==> src/rtl/i2c_pkg.sv <==
// Shared types and default widths for the byte-level I2C master controller.
package i2c_pkg;
    localparam int I2C_ADDR_W = 7;
    localparam int I2C_DATA_W = 8;
    localparam int I2C_CMD_W  = I2C_ADDR_W + 1;

    typedef enum logic [3:0] {
        READY,
        START,
        COMMAND,
        SLV_ACK1,
        WR,
        RD,
        SLV_ACK2,
        MSTR_ACK,
        STOP
    } i2c_state_e;
endpackage

==> src/rtl/i2c_master_ctrl_edge_det.sv <==
// Turns the generator's data_clk into one-cycle rise/fall strobes in the clk domain.
module i2c_edge_det (
    input  logic clk,
    input  logic rst,
    input  logic i_data_clk,
    output logic o_data_clk_d,
    output logic o_rise,
    output logic o_fall
);
    logic r_data_clk_d;

    always_ff @(posedge clk) begin
        if (rst) r_data_clk_d <= 1'b0;
        else     r_data_clk_d <= i_data_clk;
    end

    assign o_data_clk_d = r_data_clk_d;
    assign o_rise       =  i_data_clk & ~r_data_clk_d;
    assign o_fall       = ~i_data_clk &  r_data_clk_d;
endmodule

==> src/rtl/i2c_master_ctrl.sv <==
// Byte-level I2C master FSM: steps one bus bit per data_clk period, drives SDA/SCL enables.
module i2c_master_ctrl
    import i2c_pkg::*;
#(
    parameter int ADDR_W = I2C_ADDR_W,
    parameter int DATA_W = I2C_DATA_W
) (
    input  logic              clk,
    input  logic              rst,
    input  logic              data_clk,
    input  logic              ena,
    input  logic [ADDR_W-1:0] addr,
    input  logic              rw,
    input  logic [DATA_W-1:0] data_wr,
    input  logic              sda_in,
    output logic              sda_oe,
    output logic              scl_ena,
    output logic              busy,
    output logic [DATA_W-1:0] data_rd,
    output logic              ack_error
);
    localparam int CMD_W = ADDR_W + 1;
    // Counter indexes both the command word and data bytes, so it must cover the wider of the two.
    localparam int CNT_W = ($clog2(DATA_W) > $clog2(CMD_W)) ? $clog2(DATA_W) : $clog2(CMD_W);

    logic             w_rise, w_fall, w_dclk_d;
    logic [CMD_W-1:0] w_cmd;
    logic             w_same;

    i2c_state_e        r_state;
    logic [CMD_W-1:0]  r_cmd;
    logic [DATA_W-1:0] r_tx, r_rx;
    logic [CNT_W-1:0]  r_cnt;
    logic              r_sda_bit;

    i2c_edge_det u_edge (
        .clk          (clk),
        .rst          (rst),
        .i_data_clk   (data_clk),
        .o_data_clk_d (w_dclk_d),
        .o_rise       (w_rise),
        .o_fall       (w_fall)
    );

    assign w_cmd  = {addr, rw};
    assign w_same = (w_cmd == r_cmd);

    always_ff @(posedge clk) begin
        if (rst) begin
            r_state   <= READY;
            r_cmd     <= '0;
            r_tx      <= '0;
            r_rx      <= '0;
            r_cnt     <= CNT_W'(DATA_W - 1);
            r_sda_bit <= 1'b1;
            sda_oe    <= 1'b0;
            scl_ena   <= 1'b0;
            busy      <= 1'b0;
            data_rd   <= '0;
            ack_error <= 1'b0;
        end else begin
            // START/STOP move SDA while SCL is high; everywhere else SDA follows the bit register.
            case (r_state)
                START:   sda_oe <= ~w_dclk_d;
                STOP:    sda_oe <=  w_dclk_d;
                default: sda_oe <= ~r_sda_bit;
            endcase

            if (w_rise) begin
                case (r_state)
                    READY: begin
                        if (ena) begin
                            r_cmd   <= w_cmd;
                            r_tx    <= data_wr;
                            busy    <= 1'b1;
                            r_state <= START;
                        end else begin
                            busy <= 1'b0;
                        end
                    end
                    START: begin
                        busy      <= 1'b1;
                        r_sda_bit <= r_cmd[CMD_W-1];
                        r_cnt     <= CNT_W'(CMD_W - 1);
                        r_state   <= COMMAND;
                    end
                    COMMAND: begin
                        if (r_cnt == '0) begin
                            r_sda_bit <= 1'b1;
                            r_state   <= SLV_ACK1;
                        end else begin
                            r_cnt     <= r_cnt - 1'b1;
                            r_sda_bit <= r_cmd[r_cnt - 1'b1];
                        end
                    end
                    SLV_ACK1: begin
                        r_cnt <= CNT_W'(DATA_W - 1);
                        if (!r_cmd[0]) begin
                            r_sda_bit <= r_tx[DATA_W-1];
                            r_state   <= WR;
                        end else begin
                            r_sda_bit <= 1'b1;
                            r_state   <= RD;
                        end
                    end
                    WR: begin
                        busy <= 1'b1;
                        if (r_cnt == '0) begin
                            r_sda_bit <= 1'b1;
                            r_state   <= SLV_ACK2;
                        end else begin
                            r_cnt     <= r_cnt - 1'b1;
                            r_sda_bit <= r_tx[r_cnt - 1'b1];
                        end
                    end
                    RD: begin
                        busy <= 1'b1;
                        if (r_cnt == '0) begin
                            data_rd   <= r_rx;
                            // ACK only if the caller wants another byte from the same slave.
                            r_sda_bit <= ~(ena & w_same);
                            r_state   <= MSTR_ACK;
                        end else begin
                            r_cnt <= r_cnt - 1'b1;
                        end
                    end
                    SLV_ACK2, MSTR_ACK: begin
                        if (ena) begin
                            busy  <= 1'b0;
                            r_cmd <= w_cmd;
                            r_tx  <= data_wr;
                            if (w_same) begin
                                r_cnt <= CNT_W'(DATA_W - 1);
                                if (!rw) begin
                                    r_sda_bit <= data_wr[DATA_W-1];
                                    r_state   <= WR;
                                end else begin
                                    r_sda_bit <= 1'b1;
                                    r_state   <= RD;
                                end
                            end else begin
                                r_state <= START;
                            end
                        end else begin
                            r_state <= STOP;
                        end
                    end
                    STOP: begin
                        busy      <= 1'b0;
                        r_sda_bit <= 1'b1;
                        r_state   <= READY;
                    end
                    default: r_state <= READY;
                endcase
            end else if (w_fall) begin
                case (r_state)
                    START: begin
                        scl_ena   <= 1'b1;
                        ack_error <= 1'b0;
                    end
                    SLV_ACK1, SLV_ACK2: begin
                        if (sda_in) ack_error <= 1'b1;
                    end
                    RD:      r_rx[r_cnt] <= sda_in;
                    STOP:    scl_ena     <= 1'b0;
                    default: ;
                endcase
            end
        end
    end
endmodule
==> config.mk <==
export PLATFORM = sky130hd
export DESIGN_NAME = i2c_master_ctrl
export DESIGN_NICKNAME = d
export VERILOG_FILES = /design/src/rtl/i2c_pkg.sv /design/src/rtl/i2c_master_ctrl_edge_det.sv /design/src/rtl/i2c_master_ctrl.sv
export SDC_FILE = /design/constraint.sdc
export NUM_CORES = 1
export LEC_CHECK = 0
export ABC_AREA = 1
export CORE_MARGIN = 2
export CORE_UTILIZATION = 61
export CTS_BUF_LIST = sky130_fd_sc_hd__clkbuf_4 sky130_fd_sc_hd__clkbuf_8
export DETAILED_ROUTE_END_ITERATION = 6
export MAX_ROUTING_LAYER = met4
export PLACE_DENSITY_LB_ADDON = 0.25
export SYNTH_ARGS = -nofsm -noshare
export SYNTH_HDL_FRONTEND = slang
export SYNTH_SLANG_ARGS = --single-unit
export TNS_END_PERCENT = 1
==> constraint.sdc <==
create_clock -name clk -period 3.75 [get_ports clk]
set_clock_uncertainty 0.15 [all_clocks]
set_input_delay 1.125 -clock clk [delete_from_list [all_inputs] [get_ports clk]]
set_output_delay 1.125 -clock clk [all_outputs]
set_load 0.01 [all_outputs]
# Yosys cells after proc, flatten, opt, wreduce, memory -nomap -nowiden
# Index checks and enable logic that the tools add are counted.
[word_totals] register_bits=45 inputBits=21 elab_cells=99
[classes] addsub=1 n_lt_le_gt_ge=3 eq_ne=17 n_mux=35 bitwise_logic=8 reduce_logical=23
[ops] op="4-bit case mux with 7 select lines" count=1
[ops] op="4-bit 2-to-1 mux" count=6
[ops] op="4-bit by 3-bit == test with 1-bit output (second input constant)" count=4
[ops] op="2-bit != test (second input constant)" count=8
[ops] op="1-bit 2-to-1 mux" count=15
[ops] op="3-bit AND reduction" count=5
[ops] op="5-bit AND reduction" count=3
[ops] op="3-bit 2-to-1 mux" count=3
[ops] op="3-bit case mux with 3 select lines" count=1
[ops] op="3-bit OR reduction" count=3
[ops] op="8-bit bitwise mux" count=1
[ops] op="4-bit by 2-bit == test with 1-bit output (second input constant)" count=2
[ops] op="8-bit == test" count=1
[ops] op="3-bit by 4-bit < comparator with 1-bit output (second input constant)" count=2
[ops] op="1-bit case mux with 7 select lines" count=1
[ops] op="7-bit nonzero test" count=1
[ops] op="1-bit binary-select mux with 3-bit select" count=2
[ops] op="1-bit case mux with 2 select lines" count=3
[ops] op="2-bit OR reduction" count=3
[ops] op="1-bit NOT" count=5
[ops] op="4-bit by 1-bit == test with 1-bit output (second input constant)" count=1
[ops] op="4-bit == test (second input constant)" count=1
[ops] op="4-bit logical NOT" count=1
[ops] op="1-bit case mux with 4 select lines" count=1
[ops] op="other kinds (10)" count=13

# Longest topological paths before layout
# Gate-level depths: netlist of run 1.
[depth] ltp_word=5 depth_mapped=12 depth_no_buf=12

# Hierarchy
# Synthesis of run 1 repeated with hierarchy kept, for this count alone.
[unflattened] hier_cells=353 hier_area_um2=2461.1
[by_module_without_submodules] mod="i2c_master_ctrl" instances=1 cells_per_inst=347 area_each_um2=2422.3
[by_module_without_submodules] mod="i2c_edge_det" instances=1 cells_per_inst=6 area_each_um2=38.8

# Worst setup path before layout of run 1
# OpenSTA, ideal clock, no wires.
[synth_path] path_kind="input-to-reg" start="input port addr[4]" end="register r_sda_bit" setup_ns=0.115 arrival_time_ns=1.951 path_slack_ns=1.534 stages=8 path_buffers=0 path_cell_list="xnor2_1 nand2_1 nor2_1 nand2_1 nand2_1 nand3_1 a21oi_1 nand2_1"
[synth_via] elab_chain_len=5 word_cells_on_any_way=7 classes_between="eq/ne (2); mux (2); bitwise (2); reduce/logical (1)"
[synth_lines] item="from (decl)" line="i2c_master_ctrl.sv:12" rtl="input logic [ADDR_W-1:0] addr,"
[synth_lines] item="8-bit == test *" line="i2c_master_ctrl.sv:46" rtl="assign w_same = (w_cmd == r_cmd);"
[synth_lines] item="1-bit AND" line="i2c_master_ctrl.sv:121" rtl="r_sda_bit <= ~(ena & w_same);"
[synth_lines] item="1-bit NOT" line="i2c_master_ctrl.sv:121"
[synth_lines] item="1-bit 2-to-1 mux" line="i2c_master_ctrl.sv:118" rtl="if (r_cnt == '0) begin"
[synth_lines] item="1-bit case mux with 7 select lines" line="i2c_master_ctrl.sv:70" rtl="case (r_state)"
[synth_lines] item="to (signal assigned)" line="i2c_master_ctrl.sv:83" rtl="r_sda_bit <= r_cmd[CMD_W-1];"
[synth_lines] item="to (signal assigned)" line="i2c_master_ctrl.sv:121"
[synth_lines] item="to (signal assigned)" line="i2c_master_ctrl.sv:135" rtl="r_sda_bit <= data_wr[DATA_W-1];"
[synth_lines] item="to (decl)" line="i2c_master_ctrl.sv:34" rtl="logic r_sda_bit;"
# Every way passes the cells marked *; elsewhere a longest branch is shown, timed or not. The select of a mux whose other input is x is not followed.
# A chain may end at the register's enable or synchronous reset.

# Worst setup path in the final report of run 1
[layout_path] start="input port data_clk" end="register data_rd[0]"
[layout_via] elab_chain_len=2
[layout_lines] item="from (decl)" line="i2c_master_ctrl.sv:10" rtl="input logic data_clk,"
[layout_lines] item="1-bit AND" line="i2c_master_ctrl_edge_det.sv:18" rtl="assign o_rise = i_data_clk & ~r_data_clk_d;"
[layout_lines] item="3-bit AND reduction (no line)"
[layout_lines] item="to (signal assigned)" line="i2c_master_ctrl.sv:119" rtl="data_rd <= r_rx;"
[layout_lines] item="to (decl)" line="i2c_master_ctrl.sv:19" rtl="output logic [DATA_W-1:0] data_rd,"
# Every way passes these cells.

==> impl_results.md, run 1 <==
- WL/cell: 12.5 µm
- Tcrit/Tclk final: 77.7%
- Die height: 65.9 µm
- Synth unique cells: 31
- H-tree depth: 2
- Clock Latency Late Sink: 300 ps
- Post-Syn Instances: 344
- Area contributors post-synth: dfxtp_1, nand2_1, inv_1
- Met3 GRT Util: 4.77%
- Worst Path Required: 3800 ps
- TNS Setup: 0 ps
- Synthesized Nets: 367
- CTS tree: done
- Hold Path Depth: 2
- Crit path DAT: 2960 ps
- Core region area: 0.00366 mm²
- Initial antenna violation count: 0
- N_diodes: 0
- Vias in the first global route: 2,096
- Routed Antenna Nets: 0
- Pre-Repair DR Iteration Count: 4
- Met2 usage: 44.9%
- Unrepaired setup endpoints after global routing: false
- Top-area cell type share of the netlist area: 38.6%
- Synthesis-stage register bit count: 45
- DR DRC count: 0
- Crit Reg-Reg Endpoint: data_rd[0]
- FP Rows: 22
- Reg clk slew, reported paths: 90 ps
- FF-to-FF path depth: 8
- Die area: 0.00434 mm²
- Clock sink count: 45
- Area grow syn2layout: 17.8%
- Max Cap Viol: 0
- Sequential fraction of the synthesis area: 38.6%
- Via-per-instance ratio: 5.40
- Worst Path Max Fanout: 12
- # fillers: 296
- Root Buffer: clkbuf_8
- M1 GR Usage: 34.4%
- Final setup viols: 0
- GR peak layer: met2
- Longest Clk Path Bufs: 2
- Outcome: finished clean
- Ys Warns: 0
- Initial Util: 63.7%
- Detailed Place HPWL: 3790 µm
- Hold wc startpoint: r_tx[4]
- Final nets: 397
- Max transition margin: 58.3%
- Crit-path slowest cell: nor3_2
- R2R setup slack: 1310 ps
- Final Hold Fails: 0
- Worst-Margin Slew: 623 ps
- CTS Hold Bufs: 0
- Worst reg2reg startpoint: r_cnt[0]
- CP max stage delay: 530 ps
- Post-CTS sizing: 0
- Post-Syn Area: 0.00233 mm²
- Worst hold path type: register to register
- DIE WIDTH: 65.9 µm
- Worst path cell trace: clkdlybuf4s50_1, inv_1, nor2_1, inv_1, nor3_2, inv_1, nor2_1, nor2_1
- Gr usage total: 27.6%
- CP Capture Type: register
- Critical path startpoint category: input pin
- Number of DRC markers in iteration 0: 196
- P per Cell Area: 358 mW/mm²
- Pin count of the biggest net entering global routing: 34
- Total grt overflow: 0
- Io pins: 33
- Post-synth top area cell: dfxtp_1
- Via count: 2,278
- Static leakage: 1.21 nW
- Fraction of layout cells with a size suffix above 1: 5.08%
- Peak VDD IR: 0.217 mV
- Final std cells w/o fill: 422
- Slew Limit Fails: 0
- First-pass GRT wire length: 9030 µm
- Hold EP: r_tx[4]
- TritonCTS Buffers: 5
- Inst Count DP: 415
- WL final: 5270 µm
- Crit Path Category: input pin to register
- Post-CTS setup buffers: 0
- Fmax: 343 MHz
- Minimum clock period: 2910 ps
- Input/output buffers: 32
- Syn Area/Cell: 6.78 µm²
- GPL Wtd Cong: 0.895
-- cell type report --
type	instances	area (µm²)	share of cell area (%)
timing repair buffer	34	335	12.2
inverter	46	173	6.28
sequential	45	901	32.8
multi-input combinational	242	1190	43.5
tap	48	60.1	2.18
clock inverter	2	16.3	0.592
clock buffer	5	68.8	2.50
-- per-stage QoR --
stage          power [W]  hold WS [ps]  util [%]  setup slack (ps)  instance area (µm²)
6_report        0.000984           308      75.1               838                 2750
5_1_grt          0.00103           340      75.1               618                 2750
3_3_place_gp    0.000692           293      72.8               675                 2660
2_1_floorplan   0.000643           279         -              1530                 2330
3_5_place_dp    0.000696           297      72.8               478                 2660
4_1_cts         0.000983           310      75.1               799                 2750
-- layout by cell type (no fill, tap or decap), types with 5 or more instances in the layout --
master	instances
a21oi_1	31
o21ai_0	31
inv_1	45
nand2_1	71
clkbuf_8	5
clkdlybuf4s50_1	32
xnor2_1	7
dfxtp_1	45
nand3_1	28
nor2_1	44
-- sequential cells by signal, summed over array words and instances, names as in the netlist, 3 cells and up --
name     count
r_cnt        3
r_tx         8
r_state      4
r_cmd        8
data_rd      8
r_rx         8
-- worst max-delay path by stage --
stage          startpoint  depth (start not counted)          to
6_report         data_clk                          8  data_rd[0]
5_1_grt          data_clk                          8  data_rd[4]
4_1_cts          data_clk                          8  data_rd[0]
3_5_place_dp     data_clk                          8  data_rd[0]
3_3_place_gp     data_clk                          8  data_rd[5]
2_1_floorplan     addr[4]                          8   r_sda_bit
-- metal layers --
metal  up-vias  routed length, µm
met1      1024               2440
met4         0                112
li1       1171                  -
met2        70               2420
met3        13                295
met5         -                  0
-- worst max-delay path: cells and delay by family --
kind | cells | cell delay [ps]
and+or+nand+nor | 4 | 990
buffers and inverters | 4 | 840
-- logic make-up after synthesis --
| logic type | Yosys count | share of synthesized area (%) |
|---|---|---|
| and+or+nand+nor | 156 | 28.9 |
| adders and majority gates | 2 | 1.07 |
| DFF | 45 | 38.6 |
| xor gates and xnor gates | 7 | 2.63 |
| buffers and inverters | 57 | 10.2 |
| AOI/OAI and AO/OA | 77 | 18.6 |
-- power breakdown --
group,internal (W),switching (W),total (W)
sequential,0.000500,0.0000175,0.000517
combinational,0.0000714,0.0000993,0.000171
clock,0.000129,0.000167,0.000296
total,0.000700,0.000284,0.000984
-- synth_stat cells, drive strengths merged --
cell / instances
nand3b: 1
dfxtp: 45
nor2: 47
a221oi: 1
a211oi: 2
xnor2: 7
o311a: 2
a21oi: 31
nand4: 1
nand2: 75
a31oi: 1
o21ai: 32
o211a: 1
clkbuf: 6
inv: 45
ha: 2
nand3: 29
clkinv: 1
o21bai: 3
buf: 5
nor3: 3
o211ai: 4
No activity file was read; power rests on OpenSTA's default activity.
==> run 2, diff against run 1 <==
--- a/config.mk
+++ b/config.mk
@@ -7,7 +7,7 @@
 export LEC_CHECK = 0
 export ABC_AREA = 1
 export CORE_MARGIN = 2
-export CORE_UTILIZATION = 61
+export CORE_UTILIZATION = 56
 export CTS_BUF_LIST = sky130_fd_sc_hd__clkbuf_4 sky130_fd_sc_hd__clkbuf_8
 export DETAILED_ROUTE_END_ITERATION = 6
 export MAX_ROUTING_LAYER = met4
==> constraint.sdc (replaced) <==
create_clock -name clk -period 2.7 [get_ports clk]
set_clock_uncertainty 0.15 [all_clocks]
set_input_delay 0.81 -clock clk [delete_from_list [all_inputs] [get_ports clk]]
set_output_delay 0.81 -clock clk [all_outputs]
set_load 0.01 [all_outputs]
==> run 2 against run 1 <==
Worst hold slack gained 7.2 ps. Utilization down 4.6 points. Count of clock-buffer cells in the layout unchanged. Wire length shrank 0.40%. Worst setup slack got worse by 390 ps. Sequential power increased by 39%. Cell count is 1.9% higher. Sequential cell count unchanged. Critical path depth unchanged. Non-clock buffer count grew 5. Register-to-register slack lost 470 ps. Die area increased by 8.4%. Critical path type unchanged.
==> impl_results.md, run 2 (same netlist as run 1, synthesis figures left out) <==
- Area grow syn2layout: 20.9%
- Core region area: 0.00400 mm² (+9.3%)
- CTS tree: done
- N_diodes: 0 (unchanged)
- R2R setup slack: 840 ps (-470 ps)
- Reg power frac: 48.0% (-4.6 points)
- Final Hold Fails: 0 (unchanged)
- Worst-Margin Slew: 369 ps (-254 ps)
- Slew Limit Fails: 0 (unchanged)
- WL final: 5250 µm (-0.40%)
- CP Capture Type: register
- Worst Path Required: 2730 ps (-1070 ps)
- Crit Path Category: input pin to register
- Pint: 0.00108 W (+54%)
- Max transition margin: 75.4% (+17 points)
- Via-per-instance ratio: 5.30 (-1.8%)
- Final nets: 402 (+1.3%)
- WL/cell: 12.2 µm (-2.3%)
- H-tree depth: 2 (unchanged)
- Crit path DAT: 2280 ps (-680 ps)
- Initial antenna violation count: 0 (unchanged)
- DR DRC count: 0 (unchanged)
- Detailed Place HPWL: 3820 µm (+0.83%)
- # fillers: 332 (+12%)
- Initial Util: 58.3% (-5.4 points)
- NetSw: 0.000412 W (+45%)
- First-pass GRT wire length: 8830 µm (-2.1%)
- Tcrit/Tclk final: 83.3%
- DIE WIDTH: 68.6 µm (+4.1%)
- Clock Latency Late Sink: 300 ps (about the same)
- Hold Slack: 315 ps (+7.22 ps)
- Io pins: 33 (unchanged)
- Gr usage total: 25.5% (-2.1 points)
- Outcome: finished clean
- Post-CTS sizing: 0 (unchanged)
- Most frequent cells in the layout: nand2_1, inv_1, dfxtp_1, nor2_1, clkdlybuf4s50_1
- Worst hold path type: register to register
- Critical path startpoint category: input pin
- Sw Share: 27.6% (-1.3 points)
- Most common cell after layout, fill and taps aside: nand2_1
- Die area: 0.00470 mm² (+8.4%)
- Max Cap Viol: 0 (unchanged)
- Static leakage: 1.25 nW (+3.5%)
- Number of DRC markers in iteration 0: 156 (-20%)
- Fraction of layout cells with a size suffix above 1: 6.58% (+1.5 points)
- TritonCTS Buffers: 5 (unchanged)
- CTS Hold Bufs: 0 (unchanged)
- GPL Wtd Cong: 0.932 (+4.2%)
- Final setup viols: 0 (unchanged)
- Input/output buffers: 32 (unchanged)
- Longest Clk Path Bufs: 2 (unchanged)
- Die height: 68.6 µm (+4.1%)
- Fmax: 445 MHz
- Unrepaired setup endpoints after global routing: false
- Root Buffer: clkbuf_8
- Clk pwr share: 35.6% (+5.5 points)
- FP Rows: 23 (+4.5%)
- Peak VDD IR: 0.350 mV (+61%)
- Minimum clock period: 2250 ps
- Reg clk slew, reported paths: 90 ps (about the same)
- Routed Antenna Nets: 0 (unchanged)
- Comb pwr share: 16.4% (-0.9 points)
- Clock sink count: 45 (unchanged)
- Pin count of the biggest net entering global routing: 34 (unchanged)
- Total grt overflow: 0 (unchanged)
- Final Util: 70.5% (-4.6 points)
- P per Cell Area: 529 mW/mm² (+48%)
- TNS Setup: 0 ps (unchanged)
- Post-CTS setup buffers: 0 (unchanged)
- Pre-Repair DR Iteration Count: 4 (unchanged)
- Via count: 2,280 (+0.088%)
- Vias in the first global route: 2,142 (+2.2%)
- Worst Path Max Fanout: 4 (-8)
==> run 2: cell types whose count changed in the layout (fill, tap and decap cells not counted) <==
cell        previous run  this run
bufinv_16              0         1
inv_6                  0         2
clkinv_4               1         0
clkinvlp_4             1         0
buf_4                  2         7
==> run 2: metal layers <==
layer	wire [µm]	global-route usage (%)	up-vias
met3	307	5.52	16
li1	-	-	1184
met5	0	-	-
met2	2380	43.4	59
met4	110	9.75	0
met1	2450	29.3	1021
==> run 2: stage by stage <==
step	setup slack [ps]	cell area [µm²]	instances	power, W
after global routing	275	2820	430	0.00156
after floorplan	799	2330	344	0.000893
after global placement	197	2700	422	0.000968
final	451	2820	430	0.00149
after detailed placement	160	2700	422	0.000973
after CTS	469	2820	430	0.00150
==> run 2: area by class of cell <==
type | count | area, µm² | area share [%]
clock inverter | 3 | 47.5 | 1.69
tap | 50 | 62.6 | 2.22
multi-input combinational | 242 | 1190 | 42.4
inverter | 46 | 173 | 6.12
timing repair buffer | 39 | 373 | 13.2
clock buffer | 5 | 68.8 | 2.44
sequential | 45 | 901 | 31.9
==> run 2: final timing paths <==
kind                                from  depth (start not counted)        to
worst max-delay path            data_clk                          8  r_cnt[1]
worst min-delay path             r_rx[2]                          2   r_rx[2]
worst max register to register  r_cnt[0]                          9  r_cnt[1]
worst min register to register   r_rx[2]                          2   r_rx[2]
==> run 2: power by group through the flow <==
| stage | clock network (W) | logic [W] | registers [W] |
|---|---|---|---|
| finish | 0.000531 | 0.000245 | 0.000717 |
| global route | 0.000566 | 0.000276 | 0.000721 |
| CTS | 0.000538 | 0.000244 | 0.000717 |
| detailed placement | 0 | 0.000242 | 0.000731 |
| global placement | 0 | 0.000237 | 0.000731 |
| floorplan | 0 | 0.000165 | 0.000728 |
==> run 2: critical path, stage by stage <==
cell             delay, ps
clkdlybuf4s50_1        490
inv_1                   50
nor2_1                 230
o21ai_1                170
a31oi_2                270
nand2_2                110
nand2_1                 80
nand3_1                 70
